==> config.mk <==
export PLATFORM = sky130hd
export DESIGN_NAME = data_cache_ctrl
export DESIGN_NICKNAME = d
export VERILOG_FILES = /design/src/rtl/data_cache_ctrl.sv
export SDC_FILE = /design/constraint.sdc
export NUM_CORES = 1
export LEC_CHECK = 0
export CORE_MARGIN = 3
export CORE_UTILIZATION = 46
export DETAILED_ROUTE_END_ITERATION = 8
export GPL_ROUTABILITY_DRIVEN = 0
export HOLD_SLACK_MARGIN = 0.03
export PLACE_DENSITY = 0.76
export REMOVE_ABC_BUFFERS = 1
export SETUP_SLACK_MARGIN = 0.4
export SLEW_MARGIN = 20
export SYNTH_ARGS = -nofsm -noshare
export SYNTH_HDL_FRONTEND = slang
export SYNTH_SLANG_ARGS = --single-unit
==> constraint.sdc <==
create_clock -name clk -period 4.3 [get_ports clk]
set_input_delay 0.645 -clock clk [delete_from_list [all_inputs] [get_ports clk]]
set_output_delay 0.645 -clock clk [all_outputs]
set_load 0.05 [all_outputs]
==> src/rtl/data_cache_ctrl.sv <==
// Data cache controller: tag/valid sweep after reset, lookup of CPU accesses,
// blocking line refill on load misses, write-no-allocate stores, and a
// one-cycle index-invalidate cache operation. Every output is a flop, so each
// state's strobes are scheduled on the edge that enters that state.
module data_cache_ctrl #(
  parameter int INDEX_W    = 7,
  parameter int TAG_W      = 20,
  parameter int LINE_WORDS = 8
) (
  input  logic                          clk,
  input  logic                          resetn,
  input  logic                          cpu_req,
  input  logic                          cpu_wr,
  input  logic [31:0]                   cpu_addr,
  output logic                          cpu_addr_ok,
  output logic                          cpu_data_ok,
  output logic                          hit_we,
  input  logic                          cacheop_req,
  input  logic [INDEX_W-1:0]            cacheop_index,
  output logic                          cacheop_ack,
  output logic                          tagv_en,
  output logic                          tagv_wen,
  output logic                          tagv_op_wen,
  output logic [INDEX_W-1:0]            tagv_index,
  output logic [TAG_W-1:0]              tagv_tag_wdata,
  output logic                          tagv_valid_wdata,
  input  logic                          tagv_hit,
  output logic                          rd_req,
  output logic [31:0]                   rd_addr,
  input  logic                          rd_rdy,
  input  logic                          ret_valid,
  input  logic                          ret_last,
  output logic                          refill_we,
  output logic [$clog2(LINE_WORDS)-1:0] refill_word
);

  // Byte address layout: {tag, index, word-in-line, byte-in-word}.
  // TAG_W + INDEX_W + OFF_W is expected to total 32.
  localparam int WORD_W = $clog2(LINE_WORDS);
  localparam int OFF_W  = WORD_W + 2;

  typedef enum logic [2:0] {
    INIT,
    IDLE,
    LOOKUP,
    MISS,
    REFILL,
    UPDATE,
    OP
  } state_t;

  state_t             state;
  logic [INDEX_W-1:0] init_cnt;
  logic [WORD_W-1:0]  beat_cnt;
  logic [INDEX_W-1:0] req_index;
  logic [TAG_W-1:0]   req_tag;
  logic               req_wr;
  logic               lookup_wait;

  // The line offset selects the word inside the data RAM, which is addressed
  // outside this controller; only the tag and index matter here.
  logic unused_offset;
  assign unused_offset = ^cpu_addr[OFF_W-1:0];

  // Single state machine; strobes default low each cycle and are raised only
  // on the edge entering the state that owns them.
  always_ff @(posedge clk) begin
    if (!resetn) begin
      state            <= INIT;
      init_cnt         <= '0;
      beat_cnt         <= '0;
      req_index        <= '0;
      req_tag          <= '0;
      req_wr           <= 1'b0;
      lookup_wait      <= 1'b0;
      cpu_addr_ok      <= 1'b0;
      cpu_data_ok      <= 1'b0;
      hit_we           <= 1'b0;
      cacheop_ack      <= 1'b0;
      tagv_en          <= 1'b0;
      tagv_wen         <= 1'b0;
      tagv_op_wen      <= 1'b0;
      tagv_index       <= '0;
      tagv_tag_wdata   <= '0;
      tagv_valid_wdata <= 1'b0;
      rd_req           <= 1'b0;
      rd_addr          <= '0;
      refill_we        <= 1'b0;
      refill_word      <= '0;
    end else begin
      cpu_addr_ok      <= 1'b0;
      cpu_data_ok      <= 1'b0;
      hit_we           <= 1'b0;
      cacheop_ack      <= 1'b0;
      tagv_en          <= 1'b0;
      tagv_wen         <= 1'b0;
      tagv_op_wen      <= 1'b0;
      tagv_valid_wdata <= 1'b0;
      refill_we        <= 1'b0;

      case (state)
        INIT: begin
          tagv_op_wen    <= 1'b1;
          tagv_index     <= init_cnt;
          tagv_tag_wdata <= '0;
          init_cnt       <= init_cnt + 1'b1;
          if (&init_cnt) begin
            state <= IDLE;
          end
        end

        IDLE: begin
          if (cacheop_req) begin
            tagv_op_wen    <= 1'b1;
            tagv_index     <= cacheop_index;
            tagv_tag_wdata <= '0;
            cacheop_ack    <= 1'b1;
            state          <= OP;
          end else if (cpu_req) begin
            cpu_addr_ok    <= 1'b1;
            tagv_en        <= 1'b1;
            tagv_index     <= cpu_addr[OFF_W +: INDEX_W];
            tagv_tag_wdata <= cpu_addr[OFF_W+INDEX_W +: TAG_W];
            req_index      <= cpu_addr[OFF_W +: INDEX_W];
            req_tag        <= cpu_addr[OFF_W+INDEX_W +: TAG_W];
            req_wr         <= cpu_wr;
            lookup_wait    <= 1'b1;
            state          <= LOOKUP;
          end
        end

        LOOKUP: begin
          // The tag RAM answers one cycle after the index is presented, so
          // the first LOOKUP cycle only waits for tagv_hit to become valid.
          if (lookup_wait) begin
            lookup_wait <= 1'b0;
          end else if (tagv_hit) begin
            cpu_data_ok <= 1'b1;
            hit_we      <= req_wr;
            state       <= IDLE;
          end else if (req_wr) begin
            cpu_data_ok <= 1'b1;
            state       <= IDLE;
          end else begin
            rd_req  <= 1'b1;
            rd_addr <= {req_tag, req_index, {OFF_W{1'b0}}};
            state   <= MISS;
          end
        end

        MISS: begin
          if (rd_rdy) begin
            rd_req   <= 1'b0;
            beat_cnt <= '0;
            state    <= REFILL;
          end
        end

        REFILL: begin
          if (ret_valid) begin
            refill_we   <= 1'b1;
            refill_word <= beat_cnt;
            beat_cnt    <= beat_cnt + 1'b1;
            if (ret_last) begin
              tagv_en          <= 1'b1;
              tagv_wen         <= 1'b1;
              tagv_index       <= req_index;
              tagv_tag_wdata   <= req_tag;
              tagv_valid_wdata <= 1'b1;
              cpu_data_ok      <= 1'b1;
              state            <= UPDATE;
            end
          end
        end

        UPDATE: begin
          state <= IDLE;
        end

        OP: begin
          state <= IDLE;
        end

        default: begin
          state <= INIT;
        end
      endcase
    end
  end

endmodule

== Yosys cells after proc, flatten, opt, wreduce, memory -nomap -nowiden ==
Cells that the tools add are included.

* Flip-flop bits (word level): 108
* Input bits: 48

* $add $sub $neg: 2
* Reduce and logical (&&, ||, !) cells: 18
* Multiplexer cells: 43
* Equal/unequal tests: 16
* Bitwise operators: 6

{| class="wikitable"
|+ Operators with widths
! cell !! count
|-
| $mux W20 || 4
|-
| $pmux W20 S3 || 1
|-
| $mux W7 || 4
|-
| $mux W3 || 9
|-
| $pmux W7 S3 || 1
|-
| $ne A2 B2 Y1 const B || 9
|-
| $pmux W3 S6 || 1
|-
| $mux W1 || 15
|-
| $pmux W1 S2 || 5
|-
| $eq A3 B3 Y1 const B || 3
|-
| $reduce_and A3 Y1 || 3
|-
| $reduce_and A4 Y1 || 2
|-
| $add A7 B1 Y7 const B || 1
|-
| $reduce_and A7 Y1 || 1
|-
| $eq A3 B2 Y1 const B || 2
|-
| $not A1 Y1 || 6
|-
| $pmux W3 S2 || 1
|-
| $reduce_and A2 Y1 || 3
|-
| $reduce_and A6 Y1 || 1
|-
| $reduce_bool A2 Y1 || 3
|-
| $reduce_and A5 Y1 || 1
|-
| $mux W2 || 2
|-
| $reduce_or A4 Y1 || 1
|-
| $add A3 B1 Y3 const B || 1
|-
| other kinds (5) || 5
|}

== Depth between registers and ports, before layout ==
* Word-level depth: 4
* Mapped depth: 7
* Mapped depth without buffers: 4

== Worst setup path after synthesis ==
Ideal clock, no wire load.

* Path kind: input to register
* From: in cacheop_req
* To: reg tagv_tag_wdata[16]
* Path buffers: 1
* Stages on the path: 5
* Arrival: 1,453 ps
* Setup time: 132 ps
* Setup slack: 2,715 ps
* Required time: 4,168 ps
* Cells stage by stage: nor3b_1 -> o32ai_4 -> buf_2 -> o21ai_0 -> a21oi_1

* Cells in the longest elaborated chain, start to end: 2
* Elaborated cells between the ends (all ways): 4

{| class="wikitable"
|+ Ends and longest elaborated chain
! item !! line !! source
|-
| from (decl) || 18 || <nowiki>input logic cacheop_req,</nowiki>
|-
| $ne A3 B3 Y1 (no source line) or $mux W20 (tied branches) || -- ||
|-
| $reduce_and A4 Y1 (no source line) or $pmux W20 S3 (tied branches) || -- ||
|-
| to (signal assigned) || 123 || <nowiki>tagv_tag_wdata <= cpu_addr[OFF_W+INDEX_W +: TAG_W];</nowiki>
|-
| to (signal assigned) || 168 || <nowiki>tagv_tag_wdata <= req_tag;</nowiki>
|-
| to (decl) || 25 || <nowiki>output logic [TAG_W-1:0] tagv_tag_wdata,</nowiki>
|}

Several ways; a longest one is shown, not always the timed one.
A chain may end at the register's enable or synchronous reset.

== Worst setup path in the final report ==
* From: in cacheop_req
* To: reg req_tag[4]

* Cells in the longest elaborated chain, start to end: 2

{| class="wikitable"
|+ Ends and longest elaborated chain
! item !! line !! source
|-
| $not A1 Y1 (no source line) || -- ||
|-
| $reduce_and A3 Y1 (no source line) || -- ||
|-
| to (signal assigned) || 125 || <nowiki>req_tag <= cpu_addr[OFF_W+INDEX_W +: TAG_W];</nowiki>
|-
| to (decl) || 56 || <nowiki>logic [TAG_W-1:0] req_tag;</nowiki>
|}

Every way passes these cells.

==> flow_summary.json <==
{
  "htreeDepth": 3,
  "cts_resized": 0,
  "drv_slew": 0,
  "numCtsBuffers": 9,
  "period_share": 0.5920,
  "num_rows": 35,
  "synthArstFlopShare": 0,
  "dp_hpwl_um": 7349,
  "max_slew_margin": 0.3232,
  "dp_cells": 720,
  "min_path_type": "flop to flop",
  "start_util": 0.4803,
  "max_freq_ghz": 0.3928,
  "hold_ws_ps": 456.8,
  "first_iter_violations": 157,
  "routed_wl_um": 11140,
  "r2r_cells": 5,
  "cts.hold.buffers_added": 0,
  "clk_path_buf_depth": 2,
  "avgRoutedWirePerCell_um": 15.16,
  "place_area_um2": 5590,
  "synth_commonest_cells": "132 x nand2_1, 108 x dfxtp_1, 40 x a21boi_1, 31 x o21ai_0, 28 x a21oi_1",
  "cap_violations": 0,
  "fp.dieW_um": 105.1,
  "clock_latency_ps": 360,
  "start_kind": "input pin",
  "tns_ps": 0,
  "worstSetupEndpointType": "flop",
  "num_vias": 3891,
  "synth_top_cell_area_share": 0.4781,
  "yosysTopAreaCell": "dfxtp_1",
  "die-height_um": 105.1,
  "outcome": "complete, no violations",
  "power.density_nw_per_um2": 290.4,
  "postSynthAreaPerCell_um2": 8.713,
  "crit_type": "input pin to flop",
  "setup.reg_to_reg.worst_slack_ps": 1800,
  "pin_count": 120,
  "holdPathStages": 2,
  "rsz0062_at_grt": "no",
  "fin_cells": 735,
  "grt_pass1_vias": 3723,
  "drc": 0,
  "yosys-top-cells-area": "dfxtp_1 48%, nand2_1 11%, a21boi_1 6.6%, a21boi_0 4.0%, o21ai_0 3.4%",
  "design_area_um2": 5771,
  "finalHoldViolCount": 0,
  "drive_gt1_frac": 0.05116,
  "clock_skew_ps": 17.40,
  "worstPathArrival_ps": 2840,
  "postCtsSetupBuffers": 0,
  "p_leak_nw": 1.917,
  "grt_pass1_wl_um": 18360,
  "finalSetupViolCount": 0,
  "antenna_found_initial": 0,
  "die_area_um2": 11060,
  "cts.sinks": 108,
  "grt_use_total": 0.2030,
  "syn_to_final_growth_pct": 27.61,
  "ys_warn_count": 0,
  "antennaDiodeCount": 0,
  "root_buffer": "clkbuf_8",
  "utilization": 0.6129,
  "min_period_ps": 2546,
  "antenna_left": 0,
  "syn_area_um2": 4522,
  "synth_edf_count": 0,
  "overflow": 0,
  "crit_path_max_fanout": 19,
  "setup_slack_ps": 1754,
  "synthCells": 519,
  "worst_pin_slew_ps": 1015,
  "path_clk_slew_ps": 110,
  "seq_area_frac_synth": 0.4781,
  "nNetsFinal": 652,
  "required_ps": 4590,
  "routed_via_density": 5.294,
  "ys_types": 42,
  "yosysMostFrequentCell": "nand2_1",
  "first_pass_iters": 4,
  "power_mw": 1.676,
  "grt_max_degree": 75,
  "place_ws_ps": 1367,
  "worst_ir_drop_vdd_mv": 0.1818,
  "numPortBuffers": 109,
  "core_area_um2": 9415,
  "synth_ff_type": "dfxtp_1",
  "tritoncts": "yes",
  "synth-seq-cells": 108
}
==> power by group <==
part	switching [mW]	internal (mW)	leakage (nW)
sequential	0.00379	1.00	0.871
combinational	0.0537	0.0571	0.971
clock	0.345	0.212	0.0755
==> placed cells by master, fill, tap and decap left out, drive strengths merged, types with 2 or more instances in the layout <==
cell	synthesis	routed
xor2	2	2
nor3b	3	3
conb	1	5
buf	27	8
nor4b	3	3
ha	2	2
a21oi	28	28
and2	9	9
nand2	132	132
nor2	12	12
o21ai	31	31
and4	2	2
xnor2	6	6
dfxtp	108	108
a31oi	7	7
nand3	10	10
clkinvlp	0	4
nor2b	2	2
clkbuf	21	9
clkdlybuf4s50	0	108
and3b	2	2
a22oi	20	20
mux2i	8	8
and3	3	3
inv	1	2
a21boi	64	64
nand4	2	2
==> final timing paths <==
| path | startpoint | end |
|---|---|---|
| setup / recovery | cacheop_req | req_tag[4]$_SDFFE_PN0P_ |
| hold / removal | rd_addr[30]$_SDFFE_PN0P_ | rd_addr[30]$_SDFFE_PN0P_ |
| setup reg to reg | state[0]$_SDFFE_PN0P_ | req_tag[4]$_SDFFE_PN0P_ |
| hold reg to reg | rd_addr[30]$_SDFFE_PN0P_ | rd_addr[30]$_SDFFE_PN0P_ |
==> cell families after synthesis <==
family / share of synthesized area
AO/OA/AOI/OAI: 0.2313
XOR/XNOR: 0.01550
adder cells (fa/ha/maj): 0.005533
buffers and inverters: 0.06171
flip-flops: 0.4781
multiplexers: 0.01771
other: 0.0008293
AND/OR/NAND/NOR: 0.1893
==> layer usage <==
metal | vias up | wire (um) | track usage
met4 | 0 | 134 | 0.06748
met2 | 123 | 5321 | 0.3327
li1 | 1930 | - | -
met5 | - | 0 | 0
met3 | 12 | 655 | 0.04509
met1 | 1826 | 5029 | 0.2648
==> state kept, by name, indices dropped and copies added, names as in the netlist, 3 cells and up <==
name            count
rd_addr            27
req_tag            20
tagv_tag_wdata     20
init_cnt            7
req_index           7
tagv_index          7
beat_cnt            3
refill_word         3
state               3
==> cell type report <==
class / instances / area [um^2]
flip-flops and latches: 108 / 2162
multi-input cells: 366 / 2118
inverters: 1 / 3.754
repair buffers: 116 / 1151
well taps: 129 / 161.4
fillers: 823 / 3645
clock buffers: 9 / 123.9
clock inverters: 6 / 50.05
==> worst max-delay path, stage by stage <==
cell and delay (ps):
clkdlybuf4s50_1 400, buf_4 210, nor4b_4 480, and2_1 490, buf_4 350, nand2_1 80
a21boi_0 170
No activity file was read; power rests on OpenSTA's default activity.
